$ cat src/rtl/exmem_stage_if.sv
// Handshake and bus bundle between the execute stage, the EX/MEM pipeline
// register and the memory stage. The "slave" modport is the pipeline register
// itself; the "master" modport is the surrounding pipeline (or a testbench)
// that drives the execute beat and the memory-side ready.
interface exmem_stage_if #(
  parameter int N = 32
);
  // Pipeline control
  logic         flush;

  // Execute-stage side
  logic         ex_valid;
  logic         ex_ready;
  logic [N-1:0] ex_result;
  logic [3:0]   ex_flags;
  logic [N-1:0] ex_writedata;
  logic [3:0]   ex_rd;
  logic [3:0]   ex_cond;
  logic         ex_flagwrite;
  logic         ex_regwrite;
  logic         ex_memwrite;
  logic         ex_memtoreg;

  // Memory-stage side
  logic         mem_valid;
  logic         mem_ready;
  logic [N-1:0] mem_result;
  logic [N-1:0] mem_writedata;
  logic [3:0]   mem_rd;
  logic         mem_regwrite;
  logic         mem_memwrite;
  logic         mem_memtoreg;

  // Architectural NZCV flags
  logic [3:0]   flags_q;

  modport master (
    output flush,
    output ex_valid, ex_result, ex_flags, ex_writedata, ex_rd, ex_cond,
    output ex_flagwrite, ex_regwrite, ex_memwrite, ex_memtoreg,
    output mem_ready,
    input  ex_ready,
    input  mem_valid, mem_result, mem_writedata, mem_rd,
    input  mem_regwrite, mem_memwrite, mem_memtoreg,
    input  flags_q
  );

  modport slave (
    input  flush,
    input  ex_valid, ex_result, ex_flags, ex_writedata, ex_rd, ex_cond,
    input  ex_flagwrite, ex_regwrite, ex_memwrite, ex_memtoreg,
    input  mem_ready,
    output ex_ready,
    output mem_valid, mem_result, mem_writedata, mem_rd,
    output mem_regwrite, mem_memwrite, mem_memtoreg,
    output flags_q
  );
endinterface

$ cat src/rtl/exmem_stage.sv
// EX/MEM pipeline register with valid/ready handshake.
// Holds one instruction for the memory stage, owns the architectural NZCV
// flag register, and evaluates each instruction's ARM condition code against
// that register. Instructions whose condition fails still travel down the
// pipe as valid, but with their register-write, memory-write and memtoreg
// side effects cleared, and they never update the flags.
module exmem_stage #(
  parameter int N = 32
) (
  input  logic        clk,
  input  logic        rst_n,
  exmem_stage_if.slave bus
);

  // ARM condition evaluation; nzcv is {N,Z,C,V}.
  function automatic logic cond_pass(input logic [3:0] cond, input logic [3:0] nzcv);
    logic fn;
    logic fz;
    logic fc;
    logic fv;
    logic pass;
    fn = nzcv[3];
    fz = nzcv[2];
    fc = nzcv[1];
    fv = nzcv[0];
    case (cond)
      4'h0:    pass = fz;
      4'h1:    pass = !fz;
      4'h2:    pass = fc;
      4'h3:    pass = !fc;
      4'h4:    pass = fn;
      4'h5:    pass = !fn;
      4'h6:    pass = fv;
      4'h7:    pass = !fv;
      4'h8:    pass = fc & !fz;
      4'h9:    pass = !fc | fz;
      4'hA:    pass = (fn == fv);
      4'hB:    pass = (fn != fv);
      4'hC:    pass = !fz & (fn == fv);
      4'hD:    pass = fz | (fn != fv);
      default: pass = 1'b1;
    endcase
    return pass;
  endfunction

  // Reset release synchroniser: rst_n asserts asynchronously, but the
  // datapath only leaves reset two clean clock edges after rst_n rises.
  logic [1:0] rst_sync_q;
  logic       run_s;

  // Shift ones into the synchroniser after rst_n deasserts.
  always_ff @(posedge clk or negedge rst_n) begin
    if (!rst_n) begin
      rst_sync_q <= 2'b00;
    end else begin
      rst_sync_q <= {rst_sync_q[0], 1'b1};
    end
  end

  assign run_s = rst_sync_q[1];

  // Held entry and flag register
  logic         valid_q,     valid_d;
  logic [N-1:0] result_q,    result_d;
  logic [N-1:0] writedata_q, writedata_d;
  logic [3:0]   rd_q,        rd_d;
  logic         regwrite_q,  regwrite_d;
  logic         memwrite_q,  memwrite_d;
  logic         memtoreg_q,  memtoreg_d;
  logic [3:0]   flags_q,     flags_d;

  logic         ex_ready_s;
  logic         accept_s;
  logic         consume_s;
  logic         condpass_s;

  // Handshake decode. ex_ready is held low while the reset release is still
  // in flight so no beat is offered to a register that would ignore it.
  always_comb begin
    ex_ready_s = run_s & (!valid_q | bus.mem_ready);
    accept_s   = bus.ex_valid & ex_ready_s & !bus.flush;
    consume_s  = valid_q & bus.mem_ready;
    condpass_s = cond_pass(bus.ex_cond, flags_q);
  end

  // Next-state for the held entry and the flag register.
  always_comb begin
    valid_d     = valid_q;
    result_d    = result_q;
    writedata_d = writedata_q;
    rd_d        = rd_q;
    regwrite_d  = regwrite_q;
    memwrite_d  = memwrite_q;
    memtoreg_d  = memtoreg_q;
    flags_d     = flags_q;

    if (!run_s) begin
      // Still releasing from reset: keep everything at reset values.
      valid_d     = 1'b0;
      result_d    = '0;
      writedata_d = '0;
      rd_d        = 4'h0;
      regwrite_d  = 1'b0;
      memwrite_d  = 1'b0;
      memtoreg_d  = 1'b0;
      flags_d     = 4'h0;
    end else if (bus.flush) begin
      // Flush kills the held entry and ignores the incoming beat entirely,
      // including any flag write it carries. Control bits are cleared so an
      // empty stage never advertises side effects.
      valid_d    = 1'b0;
      regwrite_d = 1'b0;
      memwrite_d = 1'b0;
      memtoreg_d = 1'b0;
    end else if (accept_s) begin
      // New instruction (possibly replacing one consumed this same edge).
      valid_d     = 1'b1;
      result_d    = bus.ex_result;
      writedata_d = bus.ex_writedata;
      rd_d        = bus.ex_rd;
      regwrite_d  = bus.ex_regwrite & condpass_s;
      memwrite_d  = bus.ex_memwrite & condpass_s;
      memtoreg_d  = bus.ex_memtoreg & condpass_s;
      if (bus.ex_flagwrite & condpass_s) begin
        flags_d = bus.ex_flags;
      end else begin
        flags_d = flags_q;
      end
    end else if (consume_s) begin
      // Entry leaves with nothing to replace it.
      valid_d    = 1'b0;
      regwrite_d = 1'b0;
      memwrite_d = 1'b0;
      memtoreg_d = 1'b0;
    end else begin
      // Idle or stalled: hold.
      valid_d = valid_q;
    end
  end

  // State registers with asynchronous active-low reset.
  always_ff @(posedge clk or negedge rst_n) begin
    if (!rst_n) begin
      valid_q     <= 1'b0;
      result_q    <= '0;
      writedata_q <= '0;
      rd_q        <= 4'h0;
      regwrite_q  <= 1'b0;
      memwrite_q  <= 1'b0;
      memtoreg_q  <= 1'b0;
      flags_q     <= 4'h0;
    end else begin
      valid_q     <= valid_d;
      result_q    <= result_d;
      writedata_q <= writedata_d;
      rd_q        <= rd_d;
      regwrite_q  <= regwrite_d;
      memwrite_q  <= memwrite_d;
      memtoreg_q  <= memtoreg_d;
      flags_q     <= flags_d;
    end
  end

  // Outputs come straight from flops; only ex_ready is combinational.
  assign bus.ex_ready      = ex_ready_s;
  assign bus.mem_valid     = valid_q;
  assign bus.mem_result    = result_q;
  assign bus.mem_writedata = writedata_q;
  assign bus.mem_rd        = rd_q;
  assign bus.mem_regwrite  = regwrite_q;
  assign bus.mem_memwrite  = memwrite_q;
  assign bus.mem_memtoreg  = memtoreg_q;
  assign bus.flags_q       = flags_q;

endmodule

$ cat src/flat_wrapper.sv
// flat-port wrapper written by rule: the top's interface ports become plain ports
module exmem_stage_flat 
#(
  parameter int N = 32
)
  (clk, rst_n, bus_flush, bus_ex_valid, bus_ex_result, bus_ex_flags, bus_ex_writedata, bus_ex_rd, bus_ex_cond, bus_ex_flagwrite, bus_ex_regwrite, bus_ex_memwrite, bus_ex_memtoreg, bus_mem_ready, bus_ex_ready, bus_mem_valid, bus_mem_result, bus_mem_writedata, bus_mem_rd, bus_mem_regwrite, bus_mem_memwrite, bus_mem_memtoreg, bus_flags_q);
  exmem_stage_if #(.N(N)) bus_i ();
  input  logic clk;
  input  logic rst_n;
  input wire logic [$bits(bus_i.flush)-1:0] bus_flush;
  input wire logic [$bits(bus_i.ex_valid)-1:0] bus_ex_valid;
  input wire logic [$bits(bus_i.ex_result)-1:0] bus_ex_result;
  input wire logic [$bits(bus_i.ex_flags)-1:0] bus_ex_flags;
  input wire logic [$bits(bus_i.ex_writedata)-1:0] bus_ex_writedata;
  input wire logic [$bits(bus_i.ex_rd)-1:0] bus_ex_rd;
  input wire logic [$bits(bus_i.ex_cond)-1:0] bus_ex_cond;
  input wire logic [$bits(bus_i.ex_flagwrite)-1:0] bus_ex_flagwrite;
  input wire logic [$bits(bus_i.ex_regwrite)-1:0] bus_ex_regwrite;
  input wire logic [$bits(bus_i.ex_memwrite)-1:0] bus_ex_memwrite;
  input wire logic [$bits(bus_i.ex_memtoreg)-1:0] bus_ex_memtoreg;
  input wire logic [$bits(bus_i.mem_ready)-1:0] bus_mem_ready;
  output wire logic [$bits(bus_i.ex_ready)-1:0] bus_ex_ready;
  output wire logic [$bits(bus_i.mem_valid)-1:0] bus_mem_valid;
  output wire logic [$bits(bus_i.mem_result)-1:0] bus_mem_result;
  output wire logic [$bits(bus_i.mem_writedata)-1:0] bus_mem_writedata;
  output wire logic [$bits(bus_i.mem_rd)-1:0] bus_mem_rd;
  output wire logic [$bits(bus_i.mem_regwrite)-1:0] bus_mem_regwrite;
  output wire logic [$bits(bus_i.mem_memwrite)-1:0] bus_mem_memwrite;
  output wire logic [$bits(bus_i.mem_memtoreg)-1:0] bus_mem_memtoreg;
  output wire logic [$bits(bus_i.flags_q)-1:0] bus_flags_q;
  assign bus_i.flush = bus_flush;
  assign bus_i.ex_valid = bus_ex_valid;
  assign bus_i.ex_result = bus_ex_result;
  assign bus_i.ex_flags = bus_ex_flags;
  assign bus_i.ex_writedata = bus_ex_writedata;
  assign bus_i.ex_rd = bus_ex_rd;
  assign bus_i.ex_cond = bus_ex_cond;
  assign bus_i.ex_flagwrite = bus_ex_flagwrite;
  assign bus_i.ex_regwrite = bus_ex_regwrite;
  assign bus_i.ex_memwrite = bus_ex_memwrite;
  assign bus_i.ex_memtoreg = bus_ex_memtoreg;
  assign bus_i.mem_ready = bus_mem_ready;
  assign bus_ex_ready = bus_i.ex_ready;
  assign bus_mem_valid = bus_i.mem_valid;
  assign bus_mem_result = bus_i.mem_result;
  assign bus_mem_writedata = bus_i.mem_writedata;
  assign bus_mem_rd = bus_i.mem_rd;
  assign bus_mem_regwrite = bus_i.mem_regwrite;
  assign bus_mem_memwrite = bus_i.mem_memwrite;
  assign bus_mem_memtoreg = bus_i.mem_memtoreg;
  assign bus_flags_q = bus_i.flags_q;
  exmem_stage #(.N(N)) u_core (.clk(clk), .rst_n(rst_n), .bus(bus_i));
endmodule
$ cat config.mk
export PLATFORM = sky130hd
export DESIGN_NAME = exmem_stage_flat
export DESIGN_NICKNAME = d
export VERILOG_FILES = /design/src/rtl/exmem_stage_if.sv /design/src/rtl/exmem_stage.sv /design/src/flat_wrapper.sv
export SDC_FILE = /design/constraint.sdc
export NUM_CORES = 1
export LEC_CHECK = 0
export ABC_AREA = 1
export CAP_MARGIN = 10
export CELL_PAD_IN_SITES_DETAIL_PLACEMENT = 1
export CELL_PAD_IN_SITES_GLOBAL_PLACEMENT = 2
export CORE_MARGIN = 2
export CORE_UTILIZATION = 25
export CTS_CLUSTER_SIZE = 20
export DETAILED_ROUTE_END_ITERATION = 10
export PLACE_DENSITY_LB_ADDON = 0.3
export SETUP_SLACK_MARGIN = 0.1
export SYNTH_ARGS = -nofsm -noshare
export SYNTH_HDL_FRONTEND = slang
export SYNTH_SLANG_ARGS = --single-unit
export TNS_END_PERCENT = 20
$ cat constraint.sdc
create_clock -name clk -period 2.4 [get_ports clk]
set_input_delay 0.36 -clock clk [delete_from_list [all_inputs] [get_ports clk]]
set_output_delay 0.36 -clock clk [all_outputs]
set_load 0.05 [all_outputs]
==> results of run 1 <==
-- layout by cell type (no fill, tap or decap), types with 5 or more instances in the layout --
cell	count
nand2_1	27
dfrtp_1	78
inv_1	10
a21oi_1	5
nor2_1	8
nand3_1	22
buf_4	5
clkbuf_16	9
clkdlybuf4s50_1	159
a22o_1	68
-- registers in the layout (all words and copies together) (netlist names), 2 cells and up --
name	count
u_core.bus.mem_result	32
u_core.bus.mem_writedata	32
u_core.bus.flags_q	4
u_core.bus.mem_rd	4
u_core.rst_sync_q	2
-- metrics by stage --
step                      hold slack, ns  worst slack, ns  util, %  area [µm²]
after floorplan                  0.06441           0.7000        -        3020
after global placement            0.3354           0.4763    40.37        4808
after detailed placement          0.3479           0.4250    40.37        4808
after CTS                        0.02115           0.4344    42.63        5077
after global routing             0.03597           0.3840    42.63        5077
final                            0.01374           0.4500    42.63        5077
-- report_power, final --
part / switching (µW) / leakage [µW] / total, µW / internal, µW
combinational: 405 / 0.00111 / 704 / 300
sequential: 42.5 / 0.00106 / 1420 / 1380
clock: 503 / 0.000132 / 1230 / 723
total: 950 / 0.00230 / 3350 / 2400
-- cell type report --
class	count	area, µm²	area share (%)
repair buffers	167	1689	33.27
clock buffers	12	246.5	4.855
inverters	15	58.81	1.158
flip-flops and latches	78	1952	38.44
clock inverters	4	22.52	0.4436
well taps	147	183.9	3.622
multi-input cells	139	924.6	18.21
-- final timing paths --
path	startpoint	endpoint	cells after the start
worst min register to register	u_core.rst_sync_q[0]	u_core.rst_sync_q[1]	0
worst max-delay path	u_core.bus.flags_q[2]	bus_flags_q[2]	1
worst max register to register	u_core.bus.mem_valid	u_core.bus.mem_writedata[3]	8
max in group asynchronous	rst_n	u_core.bus.mem_result[8]	2
min in group clk	u_core.rst_sync_q[0]	u_core.rst_sync_q[1]	0
worst min-delay path	rst_n	u_core.bus.mem_writedata[30]	1
-- per-layer routing --
metal | GRT usage (%) | vias up | part of all wire, %
li1 | - | 1211 | -
met1 | 18.48 | 1278 | 41
met2 | 25.03 | 89 | 50
met3 | 6.748 | 7 | 8.8
met4 | 4.390 | 0 | 1.0
met5 | 0 | - | 0
-- kinds of logic (layout without fill, tap and decap cells) --
| kind of cell | Yosys count | after routing |
|---|---|---|
| flops | 78 | 78 |
| compound gates | 74 | 74 |
| simple gates | 64 | 64 |
| buf+inv | 29 | 198 |
| other cells | 1 | 1 |
-- worst register-to-register path, cell delays in order (launching register included) --
cell and delay [ns]:
dfrtp_1 0.39, inv_1 0.05, o21ai_1 0.14, inv_2 0.06, nand2_2 0.11, nand2_2 0.08
inv_4 0.31, buf_4 0.24, a22o_1 0.14
==> run metrics, run 1 <==
Hold/Removal Path Class input port to async pin; Net Count, Synth 331; Final Hold Violating Endpoints 0; RSZ-0062 raised after global routing no; Async SR Flop Fraction 100.0%; Synth area leaders dfrtp_1, a22o_1, nand3_1; Final period util 81.25%; starting density of the core 25.36%; most common cell in the netlist dfrtp_1; ANT nets after route 0; Area growth, synth to finish 68.10%; synth cell count leaders dfrtp_1, a22o_1, nand2_1, nand3_1, inv_1; vias per cell 4.600; # fillers 1,299; maximum clock rate 512.8 MHz; All-Layer GR Usage 15.34%; Crit path buffers/inverters 1; port buffer count 161; routability cong. 0.7392; CTS resizes 0; share of the yosys chip area belonging to registers 64.62%; share of post-route cells with drive strength above 1 7.952%; placed cell count 546; Setup Viol. Count Final 0; Slew Viols, Final 0; Synth Instances 246; compound-gate portion of the synthesized area 20.71%; max-cap violations 0; Synth Warn # 0; Crit path max-delay family buffers and inverters; final WL 9624 µm; measured slew at the worst slew-check pin 0.5777 ns; CTS Sinks 78; # H-tree levels 3; routed vias 2,585; Post-Synth XOR/XNOR Area 0%; post-synthesis mux area share 0%; global-route wire length before repair 15,270 µm; Cell Rows 40; Clock Latency Late Sink 0.33 ns; die width 113.9 µm; # DRC 0; Worst Path Max Fanout 5; crit path time final 1.950 ns; worst path cell trace clkdlybuf4s50_1; total CTS buffers 9; DR WL/cell 17.12 µm; total power 3354 µW; power per cell area 660.6 mW/mm²; Rel. slew slack 61.37%; status complete, no violations; Max VDD drop 0.2633 mV; crit path launch type flip-flop; Yosys top cell area share 64.62%; slowest CP cell clkdlybuf4s50_1; die span in y 113.9 µm; post-synthesis simple-gate area fraction 9.776%; Syn Std Cell Area 0.003020 mm²; vias in the first global route 2,858; final layout net count 495; CTS Buffer Depth 2; CP peak stage delay 0.83 ns; skew final 0.007921 ns; CTS tree done; setup TNS 0 ns; largest net degree at the start of global routing 41; Post-synth EDFFs 0; die area 0.01298 mm²; root cell of the clock tree clkbuf_16; # diodes 0; setup repair bufs after CTS 0; Core Area 0.01191 mm²; total congestion overflow 0; Layout Cells excl Fill 562; largest family of logic cells by synthesized area compound AO/OA/AOI/OAI gates; R2R Setup Slk 0.83 ns; largest area contributor in the netlist dfrtp_1; antenna violations before repair 0; Mapped Avg Cell Area 12.28 µm²; CP Class flip-flop to primary output; Critical Path AT 1.59 ns; CTS clock-pin slew for the worst setup and hold paths 0.06 ns; leak pwr 0.002299 µW; ys flop type dfrtp_1; Setup crit end kind primary output; number of synthesized register bits 78; num ports 162; Netlist cell types 17; CTS Hold Bufs 0; DR pass1 iterations 4; Worst Path Required 2.04 ns; DR iter-0 viols 111; Post-DP HPWL 6969 µm; adder-cell area share of the yosys netlist 0%
Power figures use the tool's default switching activity.
==> run 2: changes to the inputs <==
- CORE_UTILIZATION: 25 -> 23
- clock period: 2.4 -> 1.8 ns (I/O delays scaled with it)
==> run 2 against run 1 <==
Against the previous run: via count rose by 4.4%; clock power rose by 43%; final cell count is 4.8% higher; sequential power is 34% higher; non-clock buffer count is 3 higher; critical endpoint is now u_core.bus.flags_q[1]; largest power group unchanged; highest routed layer unchanged.
==> run metrics, run 2 (synthesis gave the netlist of run 1 again) <==
status complete, no violations; CTS clock-pin slew for the worst setup and hold paths 0.06 ns; All-Layer GR Usage 14.42%; Final Hold Violating Endpoints 0; Final period util 84.31%; routed vias 2,699; Worst Reg2Reg Path Length in Cells 6; DR WL/cell 16.82 µm; CP Class input port to flip-flop; setup TNS 0 ns; total CTS buffers 9; crit path launch type input port; most frequent cells in the layout clkdlybuf4s50_1, dfrtp_1, a22o_1; R2R Setup Slk 0.33 ns; vias per cell 4.582; Worst Path Max Fanout 8; commonest non-fill, non-tap cell in the layout clkdlybuf4s50_1; Critical Path AT 1.74 ns; # diodes 0; Worst Hold Launch u_core.rst_sync_q[0]; # fillers 1,431; die width 118.6 µm; Max VDD drop 0.4114 mV; setup repair bufs after CTS 0; RSZ-0062 raised after global routing no; DR iter-0 viols 102; setup ws final 0.2825 ns; max-cap violations 0; Hold/Removal Path Class flip-flop to flip-flop; vias in the first global route 2,954; share of post-route cells with drive strength above 1 15.59%; Min-Delay Endpoint u_core.rst_sync_q[1]; final WL 9908 µm; die span in y 118.6 µm; largest net degree at the start of global routing 55; antenna violations before repair 0; hold path cells 0; Setup Viol. Count Final 0; leak pwr 0.003044 µW; Post-DP Area 0.004806 mm²; power per cell area 885.9 mW/mm²; Setup crit end kind flip-flop; Cell Rows 41; Slew Viols, Final 0; Worst Path Required 2.02 ns; starting density of the core 23.74%; DR pass1 iterations 4; # DRC 0; die area 0.01406 mm²; CTS Buffer Depth 2; routability cong. 0.7739; Rel. slew slack 65.09%; crit path time final 1.518 ns; root cell of the clock tree clkbuf_16; Core Area 0.01272 mm²; maximum clock rate 659.0 MHz; # H-tree levels 3; CTS Sinks 78; port buffer count 161; final layout net count 498; ANT nets after route 0; pre-CTS setup slack -0.06496 ns; global-route wire length before repair 16,050 µm; Area growth, synth to finish 71.46%; total congestion overflow 0; num ports 162; skew final 0.008241 ns; measured slew at the worst slew-check pin 0.5228 ns; reg-to-reg critical path endpoint u_core.bus.mem_writedata[6]; reg-to-reg critical path startpoint u_core.rst_sync_q[1]; Clock Latency Late Sink 0.33 ns; post-route cell area 0.005179 mm²; total power 4588 µW; Post-DP HPWL 7120 µm; CTS tree done
run 2: how the worst max path moves through the flow:
stage	from	end	slack (ns)	depth (start not counted)
after floorplan	u_core.bus.mem_valid	u_core.bus.mem_result[10]	0.22	8
after global placement	bus_ex_cond[0]	u_core.bus.flags_q[2]	0.001	11
after detailed placement	bus_ex_cond[3]	u_core.bus.flags_q[1]	-0.06	12
after CTS	u_core.bus.mem_rd[3]	bus_mem_rd[3]	0.006	1
after global routing	bus_ex_cond[1]	u_core.bus.flags_q[0]	0.14	11
final	bus_ex_cond[3]	u_core.bus.flags_q[1]	0.28	12
run 2: metal layers:
metal	vias to the layer above	track usage, %	share of wire (%)
met5	-	0	0
met4	0	5.729	1.7
met3	10	6.853	10
met2	104	22.45	47
met1	1371	17.14	42
li1	1214	-	-
run 2: final cells by class:
cell class	count	area [µm²]	share of cell area [%]
repair buffers	170	1745	33.70
clock buffers	11	232.7	4.494
flip-flops and latches	78	1953	37.71
clock inverters	4	48.80	0.9423
multi-input cells	139	924.6	17.85
inverters	15	58.81	1.136
well taps	172	215.2	4.156
run 2: critical path, cell delays in order:
cell and delay [ns]:
clkdlybuf4s50_1 0.56, inv_1 0.08, nor2_1 0.08, nand2_1 0.05, nor2_1 0.15, nand2_1 0.08
nand2_1 0.08, nor2_2 0.05, nand2_4 0.12, nand2_4 0.07, nand3_1 0.08, nand2_1 0.05
run 2: through the flow:
| step | instances | hold slack (ns) | util [%] |
|---|---|---|---|
| 2_1_floorplan | 246 | -0.02559 | - |
| 3_3_place_gp | 573 | 0.2184 | 37.78 |
| 3_5_place_dp | 573 | 0.2188 | 37.78 |
| 4_1_cts | 589 | 0.3498 | 39.98 |
| 5_1_grt | 589 | 0.3570 | 40.71 |
| 6_report | 589 | 0.3500 | 40.71 |
run 2: power breakdown:
part           internal, µW  switching [µW]
clock                  1060             696
combinational           387             544
sequential             1840            55.4
total                  3290            1300
run 2: timing repair:
action / CTS / global route
endpoints found under the setup margin: 46 / 37
hold buffers: 1 / 0
endpoints found under the hold margin: 25 / 0
gates resized for setup: 9 / 37
